--- config.mk ---
export PLATFORM = sky130hd
export DESIGN_NAME = bus_master_if
export DESIGN_NICKNAME = d
export VERILOG_FILES = /design/src/rtl/bus_master_if_pkg.sv /design/src/rtl/bus_master_if_piso_sipo_shift.sv /design/src/rtl/bus_master_if.sv
export SDC_FILE = /design/constraint.sdc
export NUM_CORES = 1
export LEC_CHECK = 0
export BUFFER_PORTS_ARGS = -buffer_cell sky130_fd_sc_hd__buf_2
export CAP_MARGIN = 10
export CORE_UTILIZATION = 45
export DETAILED_ROUTE_END_ITERATION = 8
export SYNTH_ARGS = -nofsm -noshare
export SYNTH_HDL_FRONTEND = slang
export SYNTH_HIERARCHICAL = 1
export SYNTH_SLANG_ARGS = --single-unit
export TNS_END_PERCENT = 30
--- constraint.sdc ---
create_clock -name clk -period 3.8 [get_ports clk]
set_clock_uncertainty 0.1 [all_clocks]
set_input_delay 0.76 -clock clk [delete_from_list [all_inputs] [get_ports clk]]
set_output_delay 0.76 -clock clk [all_outputs]
set_load 0.02 [all_outputs]
--- src/rtl/bus_master_if_pkg.sv ---
// Shared definitions for the serial bus master: FSM states, default widths
// and the acknowledge timeout also used by the bus-level testbench.
package bus_master_if_pkg;

    typedef enum logic [3:0] {
        IDLE       = 4'd0,
        REQ        = 4'd1,
        SEND_DEV   = 4'd2,
        WAIT_ACK   = 4'd3,
        SEND_ADDR  = 4'd4,
        SEND_DATA  = 4'd5,
        WAIT_RDATA = 4'd6,
        SPLIT_WAIT = 4'd7,
        DONE       = 4'd8
    } state_t;

    localparam int DEF_ADDR_WIDTH        = 16;
    localparam int DEF_DATA_WIDTH        = 8;
    localparam int DEF_DEVICE_ADDR_WIDTH = 4;
    localparam int DEF_ACK_TIMEOUT       = 16;

    function automatic int max_int(input int a, input int b);
        return (a > b) ? a : b;
    endfunction

    // Bit counter must reach the longest serial field and still hold one more.
    function automatic int cnt_width(input int aw, input int dw);
        return $clog2(max_int(aw, dw)) + 1;
    endfunction

endpackage

--- src/rtl/bus_master_if_piso_sipo_shift.sv ---
// Shared shifter: parallel-in/serial-out for address and write data,
// serial-in/parallel-out for read data, one bit counter for both.
module piso_sipo_shift #(
    parameter int SW = 16,
    parameter int RW = 8,
    parameter int CW = 5
) (
    input  logic          clk,
    input  logic          rst,
    input  logic          load,
    input  logic          clr,
    input  logic          shift,
    input  logic          sin_en,
    input  logic          sin,
    input  logic [SW-1:0] par_in,
    output logic          sout,
    output logic [CW-1:0] cnt,
    output logic [RW-1:0] rx_merged
);

    logic [SW-1:0] sh_r;
    logic [RW-1:0] rx_r;
    logic [CW-1:0] cnt_r;

    // Receive word with the incoming bit placed at the current count position.
    always_comb begin
        rx_merged = rx_r;
        for (int i = 0; i < RW; i++) begin
            if (cnt_r == CW'(i)) begin
                rx_merged[i] = sin;
            end else begin
                rx_merged[i] = rx_r[i];
            end
        end
    end

    // Shift, capture and count; load also clears the receive word.
    always_ff @(posedge clk) begin
        if (rst) begin
            sh_r  <= '0;
            rx_r  <= '0;
            cnt_r <= '0;
        end else if (load) begin
            sh_r  <= par_in;
            rx_r  <= '0;
            cnt_r <= '0;
        end else if (clr) begin
            sh_r  <= '0;
            cnt_r <= '0;
        end else if (shift) begin
            sh_r  <= {1'b0, sh_r[SW-1:1]};
            cnt_r <= cnt_r + CW'(1);
        end else if (sin_en) begin
            rx_r  <= rx_merged;
            cnt_r <= cnt_r + CW'(1);
        end
    end

    // The shift register LSB is the serial line, so it is a flop output and
    // reads zero whenever nothing is being sent.
    assign sout = sh_r[0];
    assign cnt  = cnt_r;

endmodule

--- src/rtl/bus_master_if.sv ---
// Serial bus master: arbitrates for the bus, sends device select, address
// and write data LSB first, and collects serial read data with split support.
module bus_master_if
    import bus_master_if_pkg::*;
#(
    parameter int ADDR_WIDTH        = DEF_ADDR_WIDTH,
    parameter int DATA_WIDTH        = DEF_DATA_WIDTH,
    parameter int DEVICE_ADDR_WIDTH = DEF_DEVICE_ADDR_WIDTH,
    parameter int ACK_TIMEOUT       = DEF_ACK_TIMEOUT
) (
    input  logic                  clk,
    input  logic                  rst,
    input  logic                  req,
    input  logic [ADDR_WIDTH-1:0] addr,
    input  logic                  wr,
    input  logic [DATA_WIDTH-1:0] wdata_in,
    output logic [DATA_WIDTH-1:0] rdata_out,
    output logic                  busy,
    output logic                  done,
    output logic                  err,
    output logic                  bus_breq,
    input  logic                  bus_bgrant,
    output logic                  bus_wdata,
    output logic                  bus_mode,
    output logic                  bus_mvalid,
    input  logic                  bus_ack,
    input  logic                  bus_split,
    input  logic                  bus_rdata,
    input  logic                  bus_svalid
);

    localparam int SW = max_int(ADDR_WIDTH, DATA_WIDTH);
    localparam int CW = cnt_width(ADDR_WIDTH, DATA_WIDTH);
    localparam int TW = $clog2(ACK_TIMEOUT + 1);
    localparam int LW = ADDR_WIDTH - DEVICE_ADDR_WIDTH;

    state_t                  state_r;
    state_t                  nxt_s;
    logic                    err_s;
    logic                    rd_ok_s;
    logic [ADDR_WIDTH-1:0]   addr_r;
    logic                    wr_r;
    logic [DATA_WIDTH-1:0]   wdata_r;
    logic [TW-1:0]           tmo_r;
    logic                    load_s;
    logic                    clr_s;
    logic                    shift_s;
    logic                    sin_en_s;
    logic [SW-1:0]           par_s;
    logic [CW-1:0]           cnt_s;
    logic [DATA_WIDTH-1:0]   rx_merged_s;

    // Next-state decode; split takes priority over grant loss while reading.
    always_comb begin
        nxt_s   = state_r;
        err_s   = 1'b0;
        rd_ok_s = 1'b0;
        case (state_r)
            IDLE: begin
                if (req) nxt_s = REQ;
                else     nxt_s = IDLE;
            end
            REQ: begin
                if (bus_bgrant) nxt_s = SEND_DEV;
                else            nxt_s = REQ;
            end
            SEND_DEV: begin
                if (!bus_bgrant) begin
                    nxt_s = DONE;
                    err_s = 1'b1;
                end else if (cnt_s == CW'(DEVICE_ADDR_WIDTH - 1)) begin
                    nxt_s = WAIT_ACK;
                end else begin
                    nxt_s = SEND_DEV;
                end
            end
            WAIT_ACK: begin
                if (!bus_bgrant) begin
                    nxt_s = DONE;
                    err_s = 1'b1;
                end else if (bus_ack) begin
                    nxt_s = SEND_ADDR;
                end else if (tmo_r == TW'(ACK_TIMEOUT - 1)) begin
                    nxt_s = DONE;
                    err_s = 1'b1;
                end else begin
                    nxt_s = WAIT_ACK;
                end
            end
            SEND_ADDR: begin
                if (!bus_bgrant) begin
                    nxt_s = DONE;
                    err_s = 1'b1;
                end else if (cnt_s == CW'(LW - 1)) begin
                    nxt_s = wr_r ? SEND_DATA : WAIT_RDATA;
                end else begin
                    nxt_s = SEND_ADDR;
                end
            end
            SEND_DATA: begin
                if (!bus_bgrant) begin
                    nxt_s = DONE;
                    err_s = 1'b1;
                end else if (cnt_s == CW'(DATA_WIDTH - 1)) begin
                    nxt_s = DONE;
                end else begin
                    nxt_s = SEND_DATA;
                end
            end
            WAIT_RDATA: begin
                if (bus_split) begin
                    nxt_s = SPLIT_WAIT;
                end else if (!bus_bgrant) begin
                    nxt_s = DONE;
                    err_s = 1'b1;
                end else if (bus_svalid && (cnt_s == CW'(DATA_WIDTH - 1))) begin
                    nxt_s   = DONE;
                    rd_ok_s = 1'b1;
                end else begin
                    nxt_s = WAIT_RDATA;
                end
            end
            SPLIT_WAIT: begin
                if (!bus_split && bus_bgrant) nxt_s = WAIT_RDATA;
                else                          nxt_s = SPLIT_WAIT;
            end
            DONE:    nxt_s = IDLE;
            default: nxt_s = IDLE;
        endcase
    end

    // Shifter control: load/clear on state entry, except that a split
    // suspends and resumes the read without losing the received bits.
    always_comb begin
        load_s   = 1'b0;
        clr_s    = 1'b0;
        shift_s  = 1'b0;
        sin_en_s = 1'b0;
        par_s    = '0;
        if (nxt_s != state_r) begin
            case (nxt_s)
                SEND_DEV: begin
                    load_s = 1'b1;
                    par_s  = SW'(addr_r[ADDR_WIDTH-1 -: DEVICE_ADDR_WIDTH]);
                end
                SEND_ADDR: begin
                    load_s = 1'b1;
                    par_s  = SW'(addr_r[LW-1:0]);
                end
                SEND_DATA: begin
                    load_s = 1'b1;
                    par_s  = SW'(wdata_r);
                end
                WAIT_RDATA: begin
                    if (state_r != SPLIT_WAIT) load_s = 1'b1;
                    else                       load_s = 1'b0;
                end
                SPLIT_WAIT: clr_s = 1'b0;
                default:    clr_s = 1'b1;
            endcase
        end else begin
            shift_s  = (state_r == SEND_DEV) || (state_r == SEND_ADDR) ||
                       (state_r == SEND_DATA);
            sin_en_s = (state_r == WAIT_RDATA) && bus_svalid;
        end
    end

    // Main FSM: state, request latches, timeout counter and all outputs.
    always_ff @(posedge clk) begin
        if (rst) begin
            state_r    <= IDLE;
            addr_r     <= '0;
            wr_r       <= 1'b0;
            wdata_r    <= '0;
            tmo_r      <= '0;
            busy       <= 1'b0;
            done       <= 1'b0;
            err        <= 1'b0;
            bus_breq   <= 1'b0;
            bus_mvalid <= 1'b0;
            bus_mode   <= 1'b0;
            rdata_out  <= '0;
        end else begin
            state_r    <= nxt_s;
            busy       <= (nxt_s != IDLE);
            done       <= (nxt_s == DONE);
            err        <= err_s;
            bus_breq   <= (nxt_s != IDLE) && (nxt_s != DONE);
            bus_mvalid <= (nxt_s == SEND_DEV) || (nxt_s == SEND_ADDR) ||
                          (nxt_s == SEND_DATA);
            if (state_r == IDLE && req) begin
                addr_r  <= addr;
                wr_r    <= wr;
                wdata_r <= wdata_in;
            end
            if (nxt_s == IDLE)        bus_mode <= 1'b0;
            else if (state_r == IDLE) bus_mode <= wr;
            else                      bus_mode <= wr_r;
            if (state_r == WAIT_ACK && nxt_s == WAIT_ACK) tmo_r <= tmo_r + TW'(1);
            else                                          tmo_r <= '0;
            if (rd_ok_s) rdata_out <= rx_merged_s;
        end
    end

    piso_sipo_shift #(
        .SW (SW),
        .RW (DATA_WIDTH),
        .CW (CW)
    ) u_shift (
        .clk       (clk),
        .rst       (rst),
        .load      (load_s),
        .clr       (clr_s),
        .shift     (shift_s),
        .sin_en    (sin_en_s),
        .sin       (bus_rdata),
        .par_in    (par_s),
        .sout      (bus_wdata),
        .cnt       (cnt_s),
        .rx_merged (rx_merged_s)
    );

endmodule

* Yosys cells after proc, flatten, opt, wreduce, memory -nomap -nowiden
Index checks and enable logic that the tools add are counted.
Storage, ports and cells: flip-flop bits (word level) 77, bits in latches 0, memory bits (writable) 0, bits in read-only memories 0, word-level logic and storage cells 121, memories kept 0
Cells by class: add/subtract/negate cells 2, multipliers 0, divide/modulo/power cells 0, $lt $le $gt $ge 0, equal/unequal tests 26, shifts and indexed selects 0, mux-type cells 50, bitwise logic cells 3, reduce and logical (&&, ||, !) cells 25
Operator list (number):
- $mux 16 | 3
- $mux 4 | 10
- $pmux 12 s3 | 1
- $eq 4x3->1 const B | 8
- $pmux 4 s8 | 1
- $mux 1 | 27
- $eq 5x3->1 const B | 4
- $eq 4x2->1 const B | 4
- $mux 12 | 1
- $add 5x1->5 const B | 2
- $eq 5x2->1 const B | 2
- $eq 5x4->1 const B | 2
- $mux 5 | 2
- $reduce_or 3->1 | 3
- $logic_not 4->1 | 2
- $logic_and 1x1->1 | 6
- $mux 2 | 3
- $reduce_or 2->1 | 3
- $eq 5x1->1 const B | 1
- $logic_not 5->1 | 1
- $reduce_or 5->1 | 1
- $eq 4x1->1 const B | 1
- $eq 4x4->1 const B | 1
- $logic_or 1x1->1 | 4
- other kinds (11) | 13

* Longest topological paths before layout
depth in word-level cells 12, mapped depth 14, mapped depth without buffers 13

* Cells and area by module
Netlist, hierarchy kept.
By module, submodules not included:
- bus_master_if | instances 1, cells an instance 290, area an instance 2283.4 µm², seq. area each 960.9 µm²
- piso_sipo_shift | instances 1, cells an instance 154, area an instance 1554.0 µm², seq. area each 580.6 µm²

* Least setup slack after synthesis
Ideal clock, no wire load.
path kind input to register, start point input bus_bgrant, end point register u_shift.sh_r[0], library setup time 0.128 ns, arrival time 3.040 ns, data required time 3.572 ns, path slack 0.532 ns, cell stages on the path 10, path buffers 1, cells stage by stage nor4bb_1 > a221o_1 > a221oi_2 > nand2_1 > and4_1 > nor4b_1 > nor2_1 > buf_4 > a22oi_1 > nor2_1
On the way: word-level cells in the longest chain between the ends 9, elaborated cells on any way between the ends 28, those cells by class 6 x eq/ne; 18 x mux; 4 x reduce/logical
Ends and longest elaborated chain:
- from (decl) | RTL line bus_master_if.sv:22 | input logic bus_bgrant,
- $mux 4 / $logic_and 1x1->1 (equally long branches) | RTL line bus_master_if.sv:113, bus_master_if.sv:124
- $mux 4 / $mux 1 (equally long branches) | RTL line bus_master_if.sv:111, bus_master_if.sv:124
- $pmux 4 s8 * | RTL line bus_master_if.sv:58 | case (state_r)
- $eq 4x2->1 / $eq 4x3->1 (equally long branches) | RTL line bus_master_if.sv:141 | case (nxt_s)
- $reduce_or 5->1 (no line)
- $mux 1 | RTL line bus_master_if.sv:141
- $mux 1 * | RTL line bus_master_if.sv:140 | if (nxt_s != state_r) begin
- via clr_s | RTL line bus_master_if.sv:46 | logic clr_s;
- $mux 16 | RTL line bus_master_if_piso_sipo_shift.sv:47 | end else if (clr) begin
- $mux 16 | RTL line bus_master_if_piso_sipo_shift.sv:43 | end else if (load) begin
- to (signal assigned) | RTL line bus_master_if_piso_sipo_shift.sv:44 | sh_r <= par_in;
- to (signal assigned) | RTL line bus_master_if_piso_sipo_shift.sv:51 | sh_r <= {1'b0, sh_r[SW-1:1]};
- to (decl) | RTL line bus_master_if_piso_sipo_shift.sv:21 | logic [SW-1:0] sh_r;
Mark *: on every way through the listed nets, which the timed path passes. The rest lies on a longest branch. A chain may end at the register's enable or synchronous reset.

* Worst setup path in the final report
start point register tmo_r[0], end point register u_shift.cnt_r[3] (netlist: u_shift/cnt[3])
On the way: word-level cells in the longest chain between the ends 10, elaborated cells on any way between the ends 22, those cells by class 7 x eq/ne; 11 x mux; 4 x reduce/logical
Ends and longest elaborated chain:
- from (decl) | RTL line bus_master_if.sv:44 | logic [TW-1:0] tmo_r;
- from (signal assigned) | RTL line bus_master_if.sv:199 | if (state_r == WAIT_ACK && nxt_s == WAIT_ACK) tmo_r <= tmo_r + TW'(1);
- $eq 5x4->1 * | RTL line bus_master_if.sv:83 | end else if (tmo_r == TW'(ACK_TIMEOUT - 1)) begin
- $mux 4 * | RTL line bus_master_if.sv:83
- $mux 4 * | RTL line bus_master_if.sv:81 | end else if (bus_ack) begin
- $mux 4 * | RTL line bus_master_if.sv:78 | if (!bus_bgrant) begin
- $pmux 4 s8 * | RTL line bus_master_if.sv:58
- $eq 4x2->1 / $eq 4x3->1 (equally long branches) | RTL line bus_master_if.sv:141
- $reduce_or 3->1 (no line)
- $pmux 1 s2 | RTL line bus_master_if.sv:141
- $mux 1 * | RTL line bus_master_if.sv:140
- via load_s | RTL line bus_master_if.sv:45 | logic load_s;
- $reduce_or 3->1 (no line) *
- to (signal assigned) | RTL line bus_master_if_piso_sipo_shift.sv:52 | cnt_r <= cnt_r + CW'(1);
- to (signal assigned) | RTL line bus_master_if_piso_sipo_shift.sv:55 | cnt_r <= cnt_r + CW'(1);
- to (decl) | RTL line bus_master_if_piso_sipo_shift.sv:23 | logic [CW-1:0] cnt_r;
Marks and branches as above.

==> impl_metrics.csv <==
group,metric,value,unit
status,status,"finished, final reports clean",
power,swShare,27.0,%
sta,hold_viol_final,0,
sta,slew_headroom,46.1,%
grt,grt_max_degree,34,
setup_path,worstPathArrival,3470,ps
grt,grt_pass1_wl,14.5,mm
layout,postLayoutCellArea,4360,sq um
clock_tree,numCtsBuffers,9,
min_path,hp-class,"flop to flop",
clock_tree,ctsHoldBuffers,0,
power,p_per_area,377,nW/um^2
layout,multi_input_area,2130,sq um
logic_synthesis,synthCells,444,
placed_design,dp_hpwl,5.88,mm
layout,final_nets,531,
die,ios,48,
clock_tree,clk_pin_slew,80,ps
grt,track_usage,21.0,%
setup_path,reg2reg_depth,13,
power,vdd_ir_drop_max,0.000173,V
logic_synthesis,synth_ff_type,"dfxtp_1",
logic_synthesis,yosys-top-cells-area,"dfxtp_1 40%, nand2_1 7.9%, mux2_2 6.7%",
sta,setup_viol,0,
die,die_area,8900,sq um
layout,drive_gt1_share,23.3,%
flow_run,maxCapViolCount,0,
setup_path,startpoint,"tmo_r[0]$_SDFF_PP0_",
setup_path,crit_buf_inv,1,
die,die_y,94.3,um
die,start_util,46.7,%
power,power,1.64,mW
power,p_int,1.20,mW
grt,grt_pass1_vias,3107,
clock_tree,tritoncts,"done",
drt,dr.pass1.iters,4,
grt,antenna_found_initial,0,
placed_design,post_dp_cell_area,4160,sq um
power,power.switching,0.444,mW
logic_synthesis,synth_async_sr_flop_share,0,%
layout,nFillCells,825,
placed_design,port_buffers,47,
logic_synthesis,yosys.cell_types.count,54,
drt,antenna_left,0,
die,rows,33,
setup_path,end_kind,"flop",
logic_synthesis,synth-edff-count,0,
setup_path,critical_path.max_stage_delay,440,ps
drt,routedWlPerCell,14.1,um
setup_path,path_delay_family,"compound AO/OA/AOI/OAI gates",
layout,final_core_util,53.1,%
setup_path,worst-path-max-fanout,19,
setup_path,r2r_end,"u_shift/cnt[3]$_SDFFE_PP0P_",
clock_tree,cts_root_buf,"clkbuf_8",
sta,drv_slew,0,
drt,vias_per_cell,5.28,
sta,tns,0,ps
clock_tree,clk_latency,360,ps
drt,drcViolationCount,0,
setup_path,regToRegStartpoint,"tmo_r[0]$_SDFF_PP0_",
logic_synthesis,synth.yosys.seq_area_share,40.2,%
setup_path,crit_slowest_cell,"or3_4",
clock_tree,clock_path_buffers,2,
drt,num_vias,3177,
clock_tree,clock_sinks,77,
logic_synthesis,synth_top_area_cell,"dfxtp_1",
drt,routed_wirelength,8.48,mm
power,p_clk_share,38.1,%
grt,grt_overflow,0,
setup_path,crit_chain,"ha_1 -> and3_1 -> ha_1 -> o211ai_1 -> o2111ai_1 -> a21boi_2 -> nor2b_1 -> a21o_1 -> o31a_1 -> a21o_1 -> buf_4 -> or3_4 -> a21oi_1",
setup_path,worstSetupPathType,"flop to flop",
sta,rsz0062_at_grt,"false",
die,fp.dieW,94.3,um
power,leakagePower,1.82,nW
setup_path,worst-path-stages,13,
logic_synthesis,netlist_area,3840,sq um
setup_path,r2r_slack,520,ps
layout,seq_area,1540,sq um
setup_path,crit_path_end,"u_shift/cnt[3]$_SDFFE_PP0P_",
sta,fin_crit,3280,ps
power,seqPwrFrac,51.5,%
setup_path,start_kind,"flop",
sta,tightest_slew,808,ps
sta,fin_ws,518,ps
placed_design,gp_congestion,0.933,
logic_synthesis,syn_area_per_cell,8.64,sq um
setup_path,required,3990,ps
logic_synthesis,ys_ff_latch,77,
sta,max_freq,0.305,GHz
placed_design,dp_slack,15.5,ps
layout,area_growth,13.7,%
layout,num_antenna_cells,0,
logic_synthesis,yosys_warnings,6,
sta,min_period_over_period,86.4,%
power,p_comb_share,10.3,%
logic_synthesis,yosysTopAreaCellShare,40.2,%
die,core,8220,sq um
drt,drt_first_iter_violations,119,
clock_tree,cts_htree_levels,3,
## stage by stage
| step | std cells | hold slack, ps |
|---|---|---|
| 3_5_place_dp | 586 | 347 |
| 5_1_grt | 602 | 378 |
| 4_1_cts | 602 | 358 |
| 2_1_floorplan | 447 | 318 |
| 6_report | 602 | 356 |
| 3_3_place_gp | 586 | 332 |
## Yosys cell counts (5+ instances only)
| library cell | instances |
|---|---|
| nor2_1 | 49 |
| a22oi_1 | 19 |
| mux2i_1 | 17 |
| buf_6 | 5 |
| dfxtp_1 | 77 |
| ha_1 | 6 |
| and3_1 | 9 |
| clkbuf_1 | 12 |
| nor3_1 | 5 |
| mux2_2 | 23 |
| inv_1 | 9 |
| o21ai_0 | 8 |
| a21oi_1 | 38 |
| nand2_1 | 81 |
| nor2b_1 | 11 |
## how the worst min path moves through the flow
stage | end | depth (start not counted) | slack [ps] | startpoint
floorplan | tmo_r[0]$_SDFF_PP0_ | 1 | 320 | tmo_r[0]$_SDFF_PP0_
global placement | tmo_r[0]$_SDFF_PP0_ | 1 | 330 | tmo_r[0]$_SDFF_PP0_
detailed placement | addr_r[4]$_SDFFE_PP0P_ | 2 | 350 | addr_r[4]$_SDFFE_PP0P_
CTS | addr_r[12]$_SDFFE_PP0P_ | 2 | 360 | addr_r[12]$_SDFFE_PP0P_
global route | addr_r[4]$_SDFFE_PP0P_ | 2 | 380 | addr_r[4]$_SDFFE_PP0P_
finish | addr_r[11]$_SDFFE_PP0P_ | 2 | 360 | addr_r[11]$_SDFFE_PP0P_
## flip-flops by register name, indices dropped and copies added (netlist names), 4 cells and up
| signal | cells |
|---|---|
| addr_r | 16 |
| state_r | 4 |
| rdata_out | 8 |
| tmo_r | 5 |
| u_shift/rx_r | 8 |
| u_shift/sh_r | 16 |
| wdata_r | 8 |
| u_shift/cnt | 5 |
## cells by family after synthesis
group	after synthesis	share of synthesized area [%]
compound gates	87	14.4
xor+xnor	5	1.14
buf+inv	35	4.92
other cells	1	0.0977
mux	40	11.2
simple gates	193	26.1
fa+ha+maj	6	1.96
flops	77	40.2
## routing by layer
metal  track usage (%)  part of all wire [%]  vias up
met5                 0                     0        -
met4              6.92                   1.8        0
met3              4.35                   4.0       12
met2              34.5                    47       64
met1              27.2                    47     1460
li1                  -                     -     1641
## worst min-delay path: stages, from the launching register on
cell and delay [ps]:
dfxtp_1 310, nand2_1 50, a21oi_1 50
## layout by cell type (no fill, tap or decap), types with 3 or more instances in the layout
cell type	netlist	final
a211oi_1	3	3
and3_1	9	9
buf_2	4	47
nand3_1	4	4
and2_1	3	3
nor4b_2	3	3
inv_1	9	9
dfxtp_1	77	77
o21ai_0	8	8
nand2b_1	3	3
conb_1	1	4
nand2_1	81	81
a21oi_1	38	38
nor2_1	49	48
clkbuf_8	0	9
nor2b_1	11	11
a22oi_1	19	19
mux2i_1	17	17
and4bb_2	4	4
xor2_1	3	3
nor3_1	5	4
mux2_2	23	23
a21o_1	3	3
ha_1	6	6
buf_4	4	13
## area by class of cell
| type | instances | share of cell area (%) |
|---|---|---|
| Clock buffer | 10 | 2.92 |
| Clock inverter | 6 | 1.63 |
| Inverter | 9 | 0.774 |
| Sequential cell | 77 | 35.3 |
| Tap cell | 105 | 3.01 |
| Multi-Input combinational cell | 335 | 48.7 |
| Timing Repair Buffer | 60 | 7.63 |
## power groups by stage
stage	clock network [mW]	logic (mW)	registers, mW
final	0.627	0.170	0.848
after global placement	0	0.168	0.867
after floorplan	0	0.114	0.866
after CTS	0.644	0.170	0.848
after detailed placement	0	0.169	0.867
after global routing	0.683	0.189	0.851
## what timing repair did
action                     in CTS  in global routing
setup endpoints to repair       0                  7
gates resized for setup         0                  1
setup buffers                   0                  0
No activity file was read; power rests on OpenSTA's default activity.
